[src/rtl/lsu_pkg.sv]
// Shared definitions for the load/store unit: funct3 encodings, FSM states, byte enables.
package lsu_pkg;

   localparam logic [2:0] F3_B  = 3'b000;
   localparam logic [2:0] F3_H  = 3'b001;
   localparam logic [2:0] F3_W  = 3'b010;
   localparam logic [2:0] F3_BU = 3'b100;
   localparam logic [2:0] F3_HU = 3'b101;

   typedef enum logic [1:0] {
      IDLE = 2'd0,
      BUSY = 2'd1,
      DONE = 2'd2
   } lsu_state_e;

   localparam logic [3:0] BE_NONE = 4'b0000;
   localparam logic [3:0] BE_BYTE = 4'b0001;
   localparam logic [3:0] BE_HALF = 4'b0011;
   localparam logic [3:0] BE_WORD = 4'b1111;

   // Access size comes from funct3[1:0]; 11 and 1x fall back to a full word.
   function automatic logic is_byte(input logic [2:0] f3);
      return f3[1:0] == 2'b00;
   endfunction

   function automatic logic is_half(input logic [2:0] f3);
      return f3[1:0] == 2'b01;
   endfunction

   function automatic logic is_word(input logic [2:0] f3);
      return f3[1] == 1'b1;
   endfunction

endpackage

[src/rtl/load_align.sv]
// Combinational load extraction: picks the byte/halfword lane from the read word and extends it.
module load_align
   import lsu_pkg::*;
(
   input  logic [31:0] rdata,
   input  logic [2:0]  funct3,
   input  logic [1:0]  offset,
   output logic [31:0] data_out
);

   logic [7:0]  byte_sel;
   logic [15:0] half_sel;

   always_comb begin
      byte_sel = rdata[7:0];
      case (offset)
         2'd0: byte_sel = rdata[7:0];
         2'd1: byte_sel = rdata[15:8];
         2'd2: byte_sel = rdata[23:16];
         2'd3: byte_sel = rdata[31:24];
         default: byte_sel = rdata[7:0];
      endcase
      half_sel = offset[1] ? rdata[31:16] : rdata[15:0];

      data_out = rdata;
      case (funct3)
         F3_B:    data_out = {{24{byte_sel[7]}}, byte_sel};
         F3_BU:   data_out = {24'b0, byte_sel};
         F3_H:    data_out = {{16{half_sel[15]}}, half_sel};
         F3_HU:   data_out = {16'b0, half_sel};
         default: data_out = rdata;
      endcase
   end

endmodule

[src/rtl/load_store_unit.sv]
// Load/store initiator: one op per req/ack transaction to a variable-latency memory, stalls upstream while busy.
// Optional MISALIGN_TRAP_EN adds a 'misaligned' pulse output and refuses misaligned halfword/word ops.
module load_store_unit
   import lsu_pkg::*;
#(
   parameter logic [31:0] TIMEOUT_CYCLES = 32'd255
)
(
   input  logic        clk,
   input  logic        rst,
   input  logic        valid_in,
   input  logic        is_load,
   input  logic        is_store,
   input  logic [2:0]  funct3,
   input  logic [31:0] addr,
   input  logic [31:0] store_data,
   output logic        stall,
   output logic        mem_req,
   output logic [3:0]  mem_we,
   output logic [31:0] mem_addr,
   output logic [31:0] mem_wdata,
   input  logic        mem_ack,
   input  logic [31:0] mem_rdata,
   output logic        load_valid,
   output logic [31:0] load_data,
   output logic        op_done,
   output logic        bus_error
`ifdef MISALIGN_TRAP_EN
   ,
   output logic        misaligned
`endif
);

   lsu_state_e  state_q, state_d;
   logic        mem_req_q, mem_req_d;
   logic [3:0]  mem_we_q, mem_we_d;
   logic [31:0] mem_addr_q, mem_addr_d;
   logic [31:0] mem_wdata_q, mem_wdata_d;
   logic [2:0]  f3_q, f3_d;
   logic [1:0]  off_q, off_d;
   logic        ld_q, ld_d;
   logic [31:0] cnt_q, cnt_d;
   logic        load_valid_q, load_valid_d;
   logic [31:0] load_data_q, load_data_d;
   logic        op_done_q, op_done_d;
   logic        bus_error_q, bus_error_d;

   logic        op_vld;
   logic        misalign;
   logic        accept;
   logic [3:0]  be;
   logic [31:0] wdata;
   logic [31:0] align_out;
   logic [31:0] cnt_inc;
   logic        timeout_hit;

   assign op_vld = valid_in & (is_load | is_store);

`ifdef MISALIGN_TRAP_EN
   logic misaligned_q, misaligned_d;
   assign misalign   = (is_half(funct3) & addr[0]) | (is_word(funct3) & (addr[1:0] != 2'b00));
   assign misaligned = misaligned_q;
`else
   assign misalign = 1'b0;
`endif

   assign accept = op_vld & (state_q == IDLE) & ~misalign;
   assign stall  = accept | (state_q == BUSY) | ((state_q == DONE) & op_vld);

   // A load wins when both op flags are set, so it never writes memory.
   always_comb begin
      be    = BE_WORD;
      wdata = store_data;
      if (is_load) begin
         be = BE_NONE;
      end else if (is_byte(funct3)) begin
         be = BE_BYTE << addr[1:0];
      end else if (is_half(funct3)) begin
         be = BE_HALF << {addr[1], 1'b0};
      end
      if (is_byte(funct3)) begin
         wdata = {4{store_data[7:0]}};
      end else if (is_half(funct3)) begin
         wdata = {2{store_data[15:0]}};
      end
   end

   load_align u_align (
      .rdata    (mem_rdata),
      .funct3   (f3_q),
      .offset   (off_q),
      .data_out (align_out)
   );

   assign cnt_inc     = cnt_q + 32'd1;
   assign timeout_hit = (TIMEOUT_CYCLES != 32'd0) && (cnt_inc == TIMEOUT_CYCLES);

   always_comb begin
      state_d      = state_q;
      mem_req_d    = mem_req_q;
      mem_we_d     = mem_we_q;
      mem_addr_d   = mem_addr_q;
      mem_wdata_d  = mem_wdata_q;
      f3_d         = f3_q;
      off_d        = off_q;
      ld_d         = ld_q;
      cnt_d        = cnt_q;
      load_data_d  = load_data_q;
      load_valid_d = 1'b0;
      op_done_d    = 1'b0;
      bus_error_d  = 1'b0;
      case (state_q)
         IDLE: begin
            if (accept) begin
               state_d     = BUSY;
               mem_req_d   = 1'b1;
               mem_we_d    = be;
               mem_addr_d  = {addr[31:2], 2'b00};
               mem_wdata_d = wdata;
               f3_d        = funct3;
               off_d       = addr[1:0];
               ld_d        = is_load;
               cnt_d       = 32'd0;
            end
         end
         BUSY: begin
            if (mem_ack) begin
               state_d      = DONE;
               mem_req_d    = 1'b0;
               op_done_d    = 1'b1;
               load_valid_d = ld_q;
               if (ld_q) begin
                  load_data_d = align_out;
               end
            end else if (timeout_hit) begin
               state_d     = IDLE;
               mem_req_d   = 1'b0;
               bus_error_d = 1'b1;
               load_data_d = 32'd0;
            end else begin
               cnt_d = cnt_inc;
            end
         end
         DONE:    state_d = IDLE;
         default: state_d = IDLE;
      endcase
   end

`ifdef MISALIGN_TRAP_EN
   assign misaligned_d = op_vld & (state_q == IDLE) & misalign;
`endif

   always_ff @(posedge clk) begin
      if (rst) begin
         state_q      <= IDLE;
         mem_req_q    <= 1'b0;
         mem_we_q     <= 4'b0;
         mem_addr_q   <= 32'd0;
         mem_wdata_q  <= 32'd0;
         f3_q         <= 3'b0;
         off_q        <= 2'b0;
         ld_q         <= 1'b0;
         cnt_q        <= 32'd0;
         load_valid_q <= 1'b0;
         load_data_q  <= 32'd0;
         op_done_q    <= 1'b0;
         bus_error_q  <= 1'b0;
`ifdef MISALIGN_TRAP_EN
         misaligned_q <= 1'b0;
`endif
      end else begin
         state_q      <= state_d;
         mem_req_q    <= mem_req_d;
         mem_we_q     <= mem_we_d;
         mem_addr_q   <= mem_addr_d;
         mem_wdata_q  <= mem_wdata_d;
         f3_q         <= f3_d;
         off_q        <= off_d;
         ld_q         <= ld_d;
         cnt_q        <= cnt_d;
         load_valid_q <= load_valid_d;
         load_data_q  <= load_data_d;
         op_done_q    <= op_done_d;
         bus_error_q  <= bus_error_d;
`ifdef MISALIGN_TRAP_EN
         misaligned_q <= misaligned_d;
`endif
      end
   end

   assign mem_req    = mem_req_q;
   assign mem_we     = mem_we_q;
   assign mem_addr   = mem_addr_q;
   assign mem_wdata  = mem_wdata_q;
   assign load_valid = load_valid_q;
   assign load_data  = load_data_q;
   assign op_done    = op_done_q;
   assign bus_error  = bus_error_q;

endmodule
[config.mk]
export PLATFORM = sky130hd
export DESIGN_NAME = load_store_unit
export DESIGN_NICKNAME = d
export VERILOG_FILES = /design/src/rtl/lsu_pkg.sv /design/src/rtl/load_align.sv /design/src/rtl/load_store_unit.sv
export SDC_FILE = /design/constraint.sdc
export NUM_CORES = 1
export LEC_CHECK = 0
export CAP_MARGIN = 20
export CORE_MARGIN = 8
export CORE_UTILIZATION = 53
export CTS_BUF_LIST = sky130_fd_sc_hd__clkbuf_4 sky130_fd_sc_hd__clkbuf_8
export CTS_CLUSTER_SIZE = 10
export DETAILED_ROUTE_END_ITERATION = 6
export GPL_TIMING_DRIVEN = 1
export HOLD_SLACK_MARGIN = 0.02
export PLACE_DENSITY = 0.93
export SETUP_SLACK_MARGIN = 0.1
export SLEW_MARGIN = 20
export SYNTH_ARGS = -nofsm -noshare
export SYNTH_HDL_FRONTEND = slang
export SYNTH_SLANG_ARGS = --single-unit
[constraint.sdc]
create_clock -name clk -period 9.8 [get_ports clk]
set_input_delay 1.96 -clock clk [delete_from_list [all_inputs] [get_ports clk]]
set_output_delay 1.96 -clock clk [all_outputs]
set_load 0.005 [all_outputs]
Word-level counts from Yosys, hierarchy flattened:

Cells that the tools add are included.

* $add $sub $neg: 1
* eq/ne operators: 15
* shift-type cells: 2
* multiplexer cells: 25
* bitwise logic cells: 8
* reduce and logical (&&, ||, !) cells: 14

Operator list (number)
* 32-bit two-way mux: 8
* 32-bit case mux with 4 select lines: 1
* 32-bit case mux with 2 select lines: 1
* 32-bit by 1-bit adder with 32-bit output, second input constant: 1
* 32-bit by 8-bit == test with 1-bit output, second input constant: 1
* 8-bit case mux with 4 select lines: 1
* 16-bit two-way mux: 1
* 4-bit two-way mux: 3
* 2-bit by 1-bit == test with 1-bit output, second input constant: 3
* 2-bit == test, second input constant: 3
* 3-bit == test, second input constant: 2
* 2-bit zero test: 3
* 2-bit two-way mux: 3
* 2-bit inequality test, second input constant: 3
* 3-bit AND reduction: 2
* 3-bit OR reduction: 2
* 1-bit two-way mux: 5
* 2-bit case mux with 2 select lines: 1
* 2-bit AND reduction: 2
* 4-bit AND reduction: 1
* 2-bit nonzero test: 2
* 1-bit by 2-bit left shift with 4-bit output, first input constant: 1
* 2-bit by 2-bit left shift with 4-bit output, first input constant: 1
* 1-bit bitwise AND: 3
* other kinds (8): 11

* register bits after elaboration: 142
* input bits: 105
* output and inout bits: 105

Logic depth before layout (Yosys ltp):

* depth after elaboration: 5
* mapped depth: 13
* gate-level depth less buffers: 10

By module:

From an unflattened synthesis, not the netlist that was laid out.

* cells, all modules: 901
* area total of the unflattened synthesis: 7135.6 µm²

By module, submodules not included
* load_store_unit: times used 1, cells each 790, area each 6467.5 µm², seq. area each 2842.7 µm²
* load_align: times used 1, cells each 111, area each 668.1 µm², seq. area each 0.0 µm²

Worst setup path before layout:

No wires, ideal clock.

* path type: input port to output port
* from: input port is_load
* to: output port stall
* data arrival time: 2.256 ns
* slack: 5.584 ns
* stages: 2
* buffers on the path: 0
* cells stage by stage: o211ai_1 -> nand2_1

* longest elaborated chain between the ends: 5

Ends and longest elaborated chain
* from (decl): line load_store_unit.sv:12 `input logic is_load,`
* 1-bit OR (*): line load_store_unit.sv:57 `assign op_vld = valid_in & (is_load | is_store);`
* 1-bit bitwise AND (*): line load_store_unit.sv:57
* 1-bit bitwise AND: line load_store_unit.sv:67 `assign accept = op_vld & (state_q == IDLE) & ~misalign;`
* 1-bit OR: line load_store_unit.sv:68 `assign stall = accept | (state_q == BUSY) | ((state_q == DONE) & op_vld);`
* 1-bit OR (*): line load_store_unit.sv:68
* to (decl): line load_store_unit.sv:17 `output logic stall,`

Mark *: on every way between the ends. The rest lies on a longest branch, timed or not.

Worst setup path in the final report:

Ends and elaborated chain as after synthesis.

==> summary by stage <==
CTS
Once the clock tree was built, the setup fixing pass inserted 0 buffers. In this run, CTS created clock tree buffers numbering 17. The TritonCTS sink count is 142.

The post-cts hold buffer count is 0. The clock insertion delay at the later pin of the skew report is 0.45 ns. In this run the deepest clock path goes through 2 buffers. The clock root buffer is clkbuf_8. TritonCTS built the clock tree.

The number of H-tree levels is 4. The clock transition at the registers of the reported paths is 0.08 ns. Gates resized during post-CTS repair numbered 0.

Cells and area
The library cell used most frequently in the layout, excluding fill and tap cells, is clkdlybuf4s50_1. The final layout contains 1176 nets. In the final layout, the share of cells above drive strength 1 is 6.47%.

In the layout the commonest cells are 206 x clkdlybuf4s50_1, 162 x nand2_1, 142 x dfxtp_1. The area overhead of the layout relative to synthesis is 34.2%. The number of antenna diodes in the final layout is 0.

Status
The flow ran to the end, and the final reports show no timing, DRC or antenna violations.

Detailed routing
The routed metal-1 wirelength is 9290 µm. The detailed-route vias per instance is 5.99. Signal routing reaches up to met4. The number of detailed-route iterations in the first pass is 5. The count of nets left with antenna violations once routing finished came out at 0. Detailed routing placed a total of 11000 µm of wire on met2. The remaining design rule violation count is 0. The detailed router placed 7539 vias in this run. The detailed router's first-iteration violation count is 686. The average wire length per cell after detail routing is 18.9 µm. The detailed route wirelength on metal3 is 2450 µm. The total length of routed wires is 23700 µm.

Setup path
STA puts the critical path data required time at 7.84 ns. STA puts the critical path data arrival time at 3.47 ns. The worst setup path is launched from a primary input. The type of the worst setup path is primary input to output port.

Setup slack on the worst reg-to-reg path comes out at 5.44 ns. The top fanout value on the critical path is 6. The worst register-to-register path has a depth of 9. The launch instance of the worst register-to-register path is cnt_q[21]. The endpoint of the worst register-to-register path is load_data[15]. The critical path endpoint category is an output port.

Timing
The transition time of the tightest slew-check pin is 1.05 ns. Subtracting the final worst setup slack from the clock period gives 5.43 ns. Final hold analysis gives a worst-case slack of 0.458 ns.

Setup violations remaining at the end of the flow were counted as 0. Setup repair after global routing left no endpoint under its margin. The achievable frequency is 184 MHz. The final period utilization is 55.4%.

Measured against its own limit, the worst slew margin works out to 29.5%. The number of pins with negative max-slew slack in the final report came to 0. The final number of hold-violating endpoints is 0. The clock arrives with 0.0128 ns of skew. The sum of negative setup slack is 0 ns.

Placement
The count of buffers added on input and output ports is 207. The final estimated routing congestion in global placement is 0.950. Summed over all nets, the half-perimeter wirelength after detailed placement is 17100 µm.

Logic synthesis
Counting flops and latches in the post-synthesis netlist gives 142. The count of synthesis-stage warnings from yosys is 0. The synthesized netlist occupies a cell area of 0.00714 mm². For this run, the leading register cell type out of synthesis is dfxtp_1. The number of flops mapped to enable cells by yosys is 0. After synthesis, the share of flip-flops with an asynchronous set or reset is 0%. The number of different library cells in the post-synthesis netlist is 67. In this run the mean area of a mapped cell was 7.83 µm². The sequential area share after synthesis is 39.8%.

The cell count after synthesis is 911.

Die
The number of placement rows is 42. In this run the vertical extent of the chip is 132 µm. The die is 132 µm wide. The die covers 0.0174 mm². The starting density of the core is 54.1%. The placeable core region is 0.0132 mm². The number of primary I/O pins is 210.

Pwr
For this design the ratio of total power to cell area is 137 mW/mm². The total power of the final layout is 1310 µW. Summed over all cells, the static leakage comes to 0.00330 µW. The worst vdd rail ir drop is 136 µV.

Hold path
The path type of the worst min-delay path is register to register. In this run the most critical hold path is launched from mem_addr[23]. The cell depth of the worst min-delay path is 2. The hold-critical path endpoint is mem_addr[23].

Global route
The global-route usage over all layers is 26.3%. The via count of the first global-routing pass is 7248. For this run the aggregate overflow at the end of global routing stands at 0. The global-route wire length before repair is 37700 µm. The largest net degree at the start of global routing is 88. The number of antenna violations at the first check in global routing is 0.

Flow run
The count of max-cap constraint violations is 0.
## cell type report
class                           count  area, µm²
Inverter                           20       75.1
Multi-Input combinational cell    672       3890
Sequential cell                   142       2840
Timing Repair Buffer              216       2130
Tap cell                          176        220
Clock inverter                     15        180
Fill cell                         986       3610
Clock buffer                       17        234
## sequential cells by signal, summed over array words and instances (netlist names)
signal / flops
cnt_q: 32
load_data: 32
mem_wdata: 32
mem_addr: 30
mem_we: 4
f3_q: 3
off_q: 2
state_q: 2
bus_error: 1
ld_q: 1
load_valid: 1
mem_req: 1
op_done: 1
## power breakdown
part | internal [µW] | leakage (µW) | switching (µW)
logic | 106 | 0.00194 | 99.9
clock network | 235 | 0.000198 | 252
registers | 599 | 0.00116 | 15.6
total | 939 | 0.00330 | 368
## how the worst max path moves through the flow
stage / slack, ns / cells after the start / start / end
finish: 4.37 / 4 / is_load / stall
CTS: 4.37 / 4 / is_load / stall
detailed placement: 4.36 / 4 / is_load / stall
global placement: 4.39 / 4 / is_load / stall
floorplan: 5.58 / 2 / is_load / stall
global route: 4.30 / 4 / is_load / stall
## through the flow
stage | instances | cell area, µm² | setup WS [ns] | util, %
6_report | 1258 | 9580 | 4.37 | 72.6
4_1_cts | 1258 | 9580 | 4.37 | 72.6
5_1_grt | 1258 | 9580 | 4.30 | 72.6
3_3_place_gp | 1226 | 9160 | 4.39 | 69.4
3_5_place_dp | 1226 | 9160 | 4.36 | 69.5
2_1_floorplan | 912 | 7140 | 5.58 | -
## synth_stat cells, types with 19 or more instances
library cell	number	area (µm²)
nor3_1	22	110
o21ai_0	65	325
mux2i_1	26	260
a21oi_1	77	385
nand2_1	162	608
nand3_1	19	95.1
dfxtp_1	142	2840
o2bb2ai_1	24	210
nor2_1	62	233
inv_1	20	75.1
nor2b_1	23	144
clkbuf_1	51	191
## cell families (layout without fill, tap and decap cells)
| logic type | after synthesis | after routing | share of synthesized area (%) |
|---|---|---|---|
| buffers and inverters | 98 | 268 | 5.87 |
| xor gates and xnor gates | 9 | 9 | 1.10 |
| muxes | 28 | 28 | 3.96 |
| AOI/OAI and AO/OA | 265 | 265 | 24.2 |
| adders and majority gates | 2 | 2 | 0.351 |
| and+or+nand+nor | 366 | 366 | 24.6 |
| DFF | 142 | 142 | 39.8 |
| other | 1 | 2 | 0.0525 |
## critical path, stage by stage
cell             delay (ns)
clkdlybuf4s50_1        0.55
o211ai_1               0.40
nand2_1                0.09
clkdlybuf4s50_1        0.46
## metal layers
layer | vias up | global-route usage [%]
met5 | - | 0
met4 | 0 | 13.0
met3 | 60 | 10.3
met2 | 346 | 42.5
met1 | 3539 | 29.6
li1 | 3594 | -
Note: power is estimated with default switching activity, not from simulation.
